### config.mk
export PLATFORM = sky130hd
export DESIGN_NAME = tmds_lane_receiver
export DESIGN_NICKNAME = d
export VERILOG_FILES = /design/src/rtl/tmds_pkg.sv /design/src/rtl/tmds_decode_10to8.sv /design/src/rtl/tmds_lane_receiver.sv
export SDC_FILE = /design/constraint.sdc
export NUM_CORES = 1
export LEC_CHECK = 0
export ABC_AREA = 1
export CORE_MARGIN = 2
export CORE_UTILIZATION = 55
export DETAILED_ROUTE_END_ITERATION = 16
export PLACE_DENSITY = 0.77
export SLEW_MARGIN = 20
export SYNTH_ARGS = -nofsm -noshare
export SYNTH_HDL_FRONTEND = slang
export SYNTH_SLANG_ARGS = --single-unit
### constraint.sdc
create_clock -name clk_shift -period 1.9 [get_ports clk_shift]
set_input_delay 0.38 -clock clk_shift [delete_from_list [all_inputs] [get_ports clk_shift]]
set_output_delay 0.38 -clock clk_shift [all_outputs]
set_load 0.01 [all_outputs]
### src/rtl/tmds_pkg.sv
// TMDS lane receiver shared definitions.
// Control tokens are shared with the transmitter side.
package tmds_pkg;

    localparam logic [9:0] TOK_C00 = 10'b1101010100;
    localparam logic [9:0] TOK_C01 = 10'b0010101011;
    localparam logic [9:0] TOK_C10 = 10'b0101010100;
    localparam logic [9:0] TOK_C11 = 10'b1010101011;

    typedef enum logic {
        ST_SEARCH = 1'b0,
        ST_LOCKED = 1'b1
    } rx_state_e;

    typedef struct packed {
        logic       hit;
        logic [1:0] ctrl;
    } tok_match_t;

    function automatic tok_match_t match_token(input logic [9:0] w);
        tok_match_t m;
        m.hit  = 1'b1;
        m.ctrl = 2'b00;
        unique case (1'b1)
            (w == TOK_C00): m.ctrl = 2'b00;
            (w == TOK_C01): m.ctrl = 2'b01;
            (w == TOK_C10): m.ctrl = 2'b10;
            (w == TOK_C11): m.ctrl = 2'b11;
            default:        m.hit  = 1'b0;
        endcase
        return m;
    endfunction

endpackage

### src/rtl/tmds_decode_10to8.sv
// Combinational TMDS symbol decoder.
// Classifies a 10-bit word as control token or pixel data.
module tmds_decode_10to8
    import tmds_pkg::*;
(
    input  logic [9:0] word,
    output logic [7:0] data,
    output logic [1:0] ctrl,
    output logic       de,
    output logic       is_token
);

    tok_match_t tok;
    logic [7:0] x;

    // token lookup, then undo the DC inversion and the xor/xnor chain
    always_comb begin
        tok      = match_token(word);
        x        = word[9] ? ~word[7:0] : word[7:0];
        data     = '0;
        data[0]  = x[0];
        for (int i = 1; i < 8; i++) begin
            data[i] = word[8] ? (x[i] ^ x[i-1]) : ~(x[i] ^ x[i-1]);
        end
        ctrl     = tok.ctrl;
        is_token = tok.hit;
        de       = ~tok.hit;
    end

endmodule

### src/rtl/tmds_lane_receiver.sv
// One TMDS lane: 2-bit DDR capture, token-based word alignment,
// symbol decode. Alignment moves one bit later per slip.
module tmds_lane_receiver
    import tmds_pkg::*;
#(
    parameter int C_lock_count  = 8,
    parameter int C_slip_after  = 16,
    parameter int C_loss_window = 4096
) (
    input  logic       clk_shift,
    input  logic       rst_n,
    input  logic [1:0] in_bits,
    output logic       sym_valid,
    output logic [9:0] sym,
    output logic [7:0] data,
    output logic [1:0] ctrl,
    output logic       de,
    output logic       locked,
    output logic [3:0] slip_count
);

    localparam int HW = $clog2(C_lock_count + 1);
    localparam int MW = $clog2(C_slip_after + 1);
    localparam int LW = $clog2(C_loss_window + 1);

    localparam logic [HW-1:0] HIT_LAST  = HW'(C_lock_count - 1);
    localparam logic [MW-1:0] MISS_MAX  = MW'(C_slip_after);
    localparam logic [LW-1:0] LOSS_LAST = LW'(C_loss_window - 1);

    rx_state_e   state, state_d;
    logic [11:0] sr;
    logic [2:0]  phase, phase_d;
    logic        offset, offset_d;
    logic [HW-1:0] hit, hit_d;
    logic [MW-1:0] miss, miss_d;
    logic [LW-1:0] loss, loss_d;
    logic [3:0]  slip_d;
    logic [9:0]  word;
    logic        strobe;
    logic        slip;
    logic [7:0]  dec_data;
    logic [1:0]  dec_ctrl;
    logic        dec_de;
    logic        dec_tok;

    assign word   = offset ? sr[10:1] : sr[9:0];
    assign slip   = (state == ST_SEARCH) && (miss == MISS_MAX);
    assign strobe = (phase == 3'd4) && !slip;
    assign locked = (state == ST_LOCKED);

    tmds_decode_10to8 u_dec (
        .word     (word),
        .data     (dec_data),
        .ctrl     (dec_ctrl),
        .de       (dec_de),
        .is_token (dec_tok)
    );

    // next alignment, phase and lock-tracking state
    always_comb begin
        state_d  = state;
        hit_d    = hit;
        miss_d   = miss;
        loss_d   = loss;
        offset_d = offset;
        slip_d   = slip_count;
        phase_d  = (phase == 3'd4) ? 3'd0 : phase + 3'd1;
        if (slip) begin
            offset_d = ~offset;
            slip_d   = (slip_count == 4'd9) ? 4'd0 : slip_count + 4'd1;
            hit_d    = '0;
            miss_d   = '0;
            if (offset) begin
                phase_d = phase;
            end
        end else if (strobe) begin
            unique case (state)
                ST_SEARCH: begin
                    if (dec_tok) begin
                        miss_d = '0;
                        if (hit == HIT_LAST) begin
                            state_d = ST_LOCKED;
                            hit_d   = '0;
                            loss_d  = '0;
                        end else begin
                            hit_d = hit + HW'(1);
                        end
                    end else begin
                        hit_d = '0;
                        if (miss != MISS_MAX) begin
                            miss_d = miss + MW'(1);
                        end
                    end
                end
                ST_LOCKED: begin
                    if (dec_tok) begin
                        loss_d = '0;
                    end else if (loss == LOSS_LAST) begin
                        state_d = ST_SEARCH;
                        loss_d  = '0;
                        hit_d   = '0;
                        miss_d  = '0;
                    end else begin
                        loss_d = loss + LW'(1);
                    end
                end
                default: ;
            endcase
        end
    end

    // capture shift register and alignment/FSM state registers
    always_ff @(posedge clk_shift) begin
        if (!rst_n) begin
            sr         <= '0;
            phase      <= '0;
            offset     <= 1'b0;
            state      <= ST_SEARCH;
            hit        <= '0;
            miss       <= '0;
            loss       <= '0;
            slip_count <= '0;
        end else begin
            sr         <= {in_bits[1], in_bits[0], sr[11:2]};
            phase      <= phase_d;
            offset     <= offset_d;
            state      <= state_d;
            hit        <= hit_d;
            miss       <= miss_d;
            loss       <= loss_d;
            slip_count <= slip_d;
        end
    end

    // register the aligned symbol and its decode on each strobe
    always_ff @(posedge clk_shift) begin
        if (!rst_n) begin
            sym_valid <= 1'b0;
            sym       <= '0;
            data      <= '0;
            ctrl      <= '0;
            de        <= 1'b0;
        end else begin
            sym_valid <= strobe;
            if (strobe) begin
                sym <= word;
                de  <= dec_de;
                if (dec_tok) begin
                    ctrl <= dec_ctrl;
                end else begin
                    data <= dec_data;
                end
            end
        end
    end

endmodule

; After elaboration in Yosys (flattened, before gate mapping)
; Index checks and enable logic that the tools add are counted.
[classes]
n_addsub = 5
eq_ne = 16
muxes = 35
n_bitwise = 20
n_reduce_logical = 11
[ops]
columns = op, n
row1 = 13-bit two-way mux, 4
row2 = 13-bit case mux with 2 select lines, 1
row3 = "10-bit == test, second input constant", 2
row4 = 4-bit two-way mux, 5
row5 = 5-bit two-way mux, 4
row6 = "13-bit by 1-bit adder with 13-bit output, second input constant", 1
row7 = "13-bit by 12-bit == test with 1-bit output, second input constant", 1
row8 = 1-bit two-way mux, 12
row9 = 1-bit NOT, 12
row10 = "10-bit by 8-bit == test with 1-bit output, second input constant", 1
row11 = "10-bit by 9-bit == test with 1-bit output, second input constant", 1
row12 = 10-bit two-way mux, 1
row13 = 5-bit case mux with 2 select lines, 1
row14 = 3-bit two-way mux, 3
row15 = "4-bit by 1-bit adder with 4-bit output, second input constant", 2
row16 = 8-bit two-way mux, 1
row17 = 8-bit NOT, 1
row18 = 4-bit case mux with 2 select lines, 1
row19 = 4-bit AND reduction, 2
row20 = 1-bit bitwise XOR, 7
row21 = "2-bit inequality test, second input constant", 3
row22 = 2-bit case mux with 3 select lines, 1
row23 = 2-bit AND reduction, 3
row24 = "5-bit by 1-bit adder with 5-bit output, second input constant", 1
row25 = other kinds (14), 16
[totals]
reg_bits = 65
in_bits = 4
elab_cells = 100

; Depth between registers and ports, before layout
[logic_depth]
word_depth = 6
ltp_mapped = 14
mapped_depth_nobuf = 12

; Cells and area by module
; From an unflattened synthesis, not the netlist that was laid out.
[hier_totals]
cells_unflattened = 470
area_unflattened_um2 = 3278.1
[modules_own_cells]
columns = module, n_inst, cells_per_inst, area_each_um2, seq_area_each_um2
row1 = tmds_lane_receiver, 1, 421, 3044.2, 1301.2
row2 = tmds_decode_10to8, 1, 49, 234.0, 0.0

; Least setup slack after synthesis
; Ideal clock, no wire load.
[synth_path]
path_type = flip-flop to flip-flop
from = reg loss[0]
to = reg loss[10]
arrival_ps = 1600
required_ps = 1836
setup_slack_ps = 236
path_stages_with_launch = 13
n_path_buf = 0
path_cell_list = dfxtp_1 -> ha_1 -> nand3_1 -> inv_1 -> nand2_1 -> nor2_1 -> nor2_1 -> inv_1 -> nor2_1 -> nand2_1 -> nand2_1 -> nand2_1 -> nor2_1
[synth_between]
elab_chain_cells = 4
word_cells_on_any_way = 5
[synth_lines]
columns = element, line
row1 = start: declaration, tmds_lane_receiver.sv:36  ; logic [LW-1:0] loss, loss_d;
row2 = start signal: assignment, tmds_lane_receiver.sv:130  ; loss <= loss_d;
row3 = 13-bit by 1-bit adder with 13-bit output / 13-bit by 12-bit == test with 1-bit output (equally long branches), "tmds_lane_receiver.sv:104, tmds_lane_receiver.sv:98"
row4 = 13-bit two-way mux (*), tmds_lane_receiver.sv:98  ; end else if (loss == LOSS_LAST) begin
row5 = 13-bit two-way mux (*), tmds_lane_receiver.sv:96  ; if (dec_tok) begin
row6 = 13-bit case mux with 2 select lines (*), tmds_lane_receiver.sv:77  ; unique case (state)
; Mark *: on every way between the ends. The rest lies on a longest branch, timed or not.
; A chain may end at the register's enable or synchronous reset.

; Worst setup path after layout
[layout_path]
from = reg state, in the netlist locked
to = out locked
[layout_lines]
columns = element, line
row1 = start: declaration, tmds_lane_receiver.sv:30  ; rx_state_e state, state_d;
row2 = start signal: assignment, tmds_lane_receiver.sv:127  ; state <= state_d;
row3 = end: declaration, tmds_lane_receiver.sv:18  ; output logic locked,
; No word-level cell between the ends.

==> run summary <==
status - finished clean
Detailed Route WL - 7340 µm
slowest cell delay on critical path - 0.54 ns
actual slew at the worst max-slew pin - 0.409 ns
clock skew - 0.0104 ns
HP Start - sr[11]
Synth Flop Type - dfxtp_1
via count - 2931
Crit Path Max Fanout - 8
hold_buf cts - 0
hpwl dp - 5190 µm
worst path arrival time - 1.46 ns
Area growth syn-to-layout - 21.6%
Slowest cell on crit path - clkdlybuf4s50_1
Hold Path Stages - 2
Hold/Removal Path Class - flop to flop
Detailed Routing Iterations Pass 1 - 4
vias per cell - 5.15
Clock Sinks - 65
root buffer cell - clkbuf_8
Chip Width - 81.3 µm
Slew Limit Fails - 0
Skew-Pair Late Insertion Delay - 0.35 ns
clock slew at reported path FFs - 0.07 ns
CTS tree - yes
final setup vio count - 0
highest clock rate - 544 MHz
R2R Path Start - offset
first-pass GRT wire length - 11700 µm
CTS buffer count - 9
Final Hold Viols - 0
Cell Pwr Density - 715 nW/µm²
share of cells above drive strength 1 - 13.6%
vias in the first global route - 2626
Setup crit end kind - output pin
port bufs - 30
Period minus WS final - 1.84 ns
Avg WL per Cell - 12.9 µm
Initial Util - 56.1%
distinct cell type count after synthesis - 34
RR Endpoint - data[3]
GRT Total Usage - 22.9%
worst hold margin - 0.412 ns
Slew HR - 71.9%
register area share after synthesis - 39.6%
Residual DRC - 0
Placer Congestion - 0.968
VDD IR max - 0.000549 V
crit-path cells - buf_4, clkdlybuf4s50_1
antenna violations before repair - 0
hold endpoint - sr[9]
Pleak - 1.68 nW
H-tree depth - 3
Power Total - 2.85 mW
# diodes - 0
Syn Std Cell Area - 3280 µm²
die height - 81.3 µm
Startpoint Class - flop
largest net degree at the start of global routing - 29
Syn. warnings - 0
Row Count - 28
Nets - 500
FF+latch count, synth - 65
worst reg-to-reg setup slack - 0.13 ns
crit path kind - flop to output pin
Worst Path Required - 1.52 ns
number of flops mapped to enable cells by yosys - 0
Mapped Cells - 446
Max Root-Sink Buffers - 2
Syn Area/Cell - 7.36 µm²
ys async rst share - 0%
R2R cell count - 10
initial drt markers - 169
Mapped Nets - 456
I/O Pins - 31
unrepaired setup endpoints after global routing - no
Final ANT Viol Nets - 0
Core Area - 5850 µm²
crit share post-route - 96.7%
maxcap violations - 0
setup_tns - 0 ns
total grt overflow - 0
Die Footprint - 6600 µm²
==> synthesized netlist by cell type (2+ instances only) <==
| cell | number | area, µm² |
|---|---|---|
| nand2_1 | 115 | 432 |
| nand4_1 | 18 | 113 |
| o21ai_1 | 4 | 20.0 |
| nand3_1 | 15 | 75.1 |
| clkbuf_1 | 7 | 26.3 |
| nand2_4 | 4 | 45.0 |
| nor2_1 | 44 | 165 |
| buf_2 | 2 | 10.0 |
| nand3_4 | 2 | 35.0 |
| nand2_2 | 7 | 43.8 |
| inv_4 | 2 | 12.5 |
| o21ai_0 | 7 | 35.0 |
| ha_1 | 6 | 75.1 |
| inv_1 | 48 | 180 |
| a21oi_1 | 38 | 190 |
| xor2_1 | 21 | 184 |
| dfxtp_1 | 65 | 1300 |
| buf_6 | 4 | 45.0 |
| nor3_1 | 4 | 20.0 |
| nor2_2 | 5 | 31.3 |
| inv_2 | 2 | 7.51 |
| nor2_4 | 3 | 33.8 |
| xnor2_1 | 5 | 43.8 |
| a211oi_1 | 7 | 52.6 |
| or2_2 | 2 | 12.5 |
==> power by group <==
group / switching, mW / internal, mW
logic: 0.140 / 0.105
clock network: 0.521 / 0.666
registers: 0.0236 / 1.40
total: 0.684 / 2.17
==> flip-flops by register name (all words and copies together), names as in the netlist <==
name,flops
loss,13
sr,12
sym,10
data,8
miss,5
hit,4
slip_count,4
phase,3
ctrl,2
de,1
locked,1
offset,1
sym_valid,1
==> repair_timing <==
item,4_1_cts,5_1_grt
setup buffers,0,1
gates resized for setup,1,12
gates cloned,0,1
setup endpoints to repair,1,15
pin swaps,0,3
==> area by class of cell <==
class | instances | area, µm²
clock inverter | 3 | 40.0
timing repair buffer | 46 | 445
multi-input combinational | 316 | 1750
fill | 474 | 1860
sequential | 65 | 1300
inverter | 52 | 203
tap | 75 | 93.8
clock buffer | 12 | 155
==> layer usage <==
layer / share of wire [%] / routed length [µm] / GRT usage (%)
met1: 46 / 3350 / 27.9
met5: 0 / 0 / 0
met3: 4.0 / 291 / 6.22
met4: 1.6 / 119 / 8.47
met2: 49 / 3580 / 38.6
==> cells by family after synthesis <==
family	Yosys count	synth area share (%)
adders and majority gates	6	2.29
and+or+nand+nor	223	32.1
muxes	1	0.305
DFF	65	39.6
xor gates and xnor gates	26	6.94
AOI/OAI and AO/OA	59	9.98
buffers and inverters	66	8.80
==> placed cells by master (no fill, tap or decap), types with 2 or more instances in the layout <==
cell type | Yosys | final
nand4_1 | 18 | 18
a21oi_1 | 38 | 38
clkbuf_8 | 0 | 11
buf_4 | 1 | 14
nor2_1 | 44 | 41
nand2_2 | 7 | 7
nor3_1 | 4 | 4
nand2_1 | 115 | 114
xor2_1 | 21 | 21
nand3_1 | 15 | 15
nand3_4 | 2 | 2
a211oi_1 | 7 | 7
clkinv_2 | 0 | 2
nand2_8 | 1 | 3
or2_2 | 2 | 2
dfxtp_2 | 0 | 2
o21ai_0 | 7 | 7
nor2_2 | 5 | 6
buf_12 | 0 | 2
dfxtp_1 | 65 | 63
xnor2_1 | 5 | 5
clkdlybuf4s50_1 | 0 | 30
o21ai_1 | 4 | 3
inv_2 | 2 | 2
nor2_4 | 3 | 5
ha_1 | 6 | 6
nand2_4 | 4 | 4
inv_1 | 48 | 48
==> per-stage QoR <==
| stage | util (%) | cells | area [µm²] | worst slack (ns) |
|---|---|---|---|---|
| 2_1_floorplan | - | 446 | 3280 | 0.236 |
| 3_3_place_gp | 63.7 | 552 | 3730 | 0.103 |
| 3_5_place_dp | 63.7 | 552 | 3730 | 0.0294 |
| 4_1_cts | 67.1 | 567 | 3920 | 0.0725 |
| 5_1_grt | 68.2 | 569 | 3990 | 0.0190 |
| 6_report | 68.2 | 569 | 3990 | 0.0629 |
==> how the worst max path moves through the flow <==
stage | from | slack, ns | endpoint | cells after the start
floorplan | loss[0] | 0.24 | loss[10] | 12
global placement | loss[0] | 0.10 | loss[1] | 12
detailed placement | loss[0] | 0.03 | loss[1] | 12
CTS | locked | 0.07 | locked | 2
global route | locked | 0.02 | locked | 2
finish | locked | 0.06 | locked | 2
==> worst max-delay path, delay by kind of cell (launching register included) <==
family | cells | cell delay, ns
buffers and inverters | 2 | 0.73
flip-flops | 1 | 0.38
No activity file was read; power rests on OpenSTA's default activity.
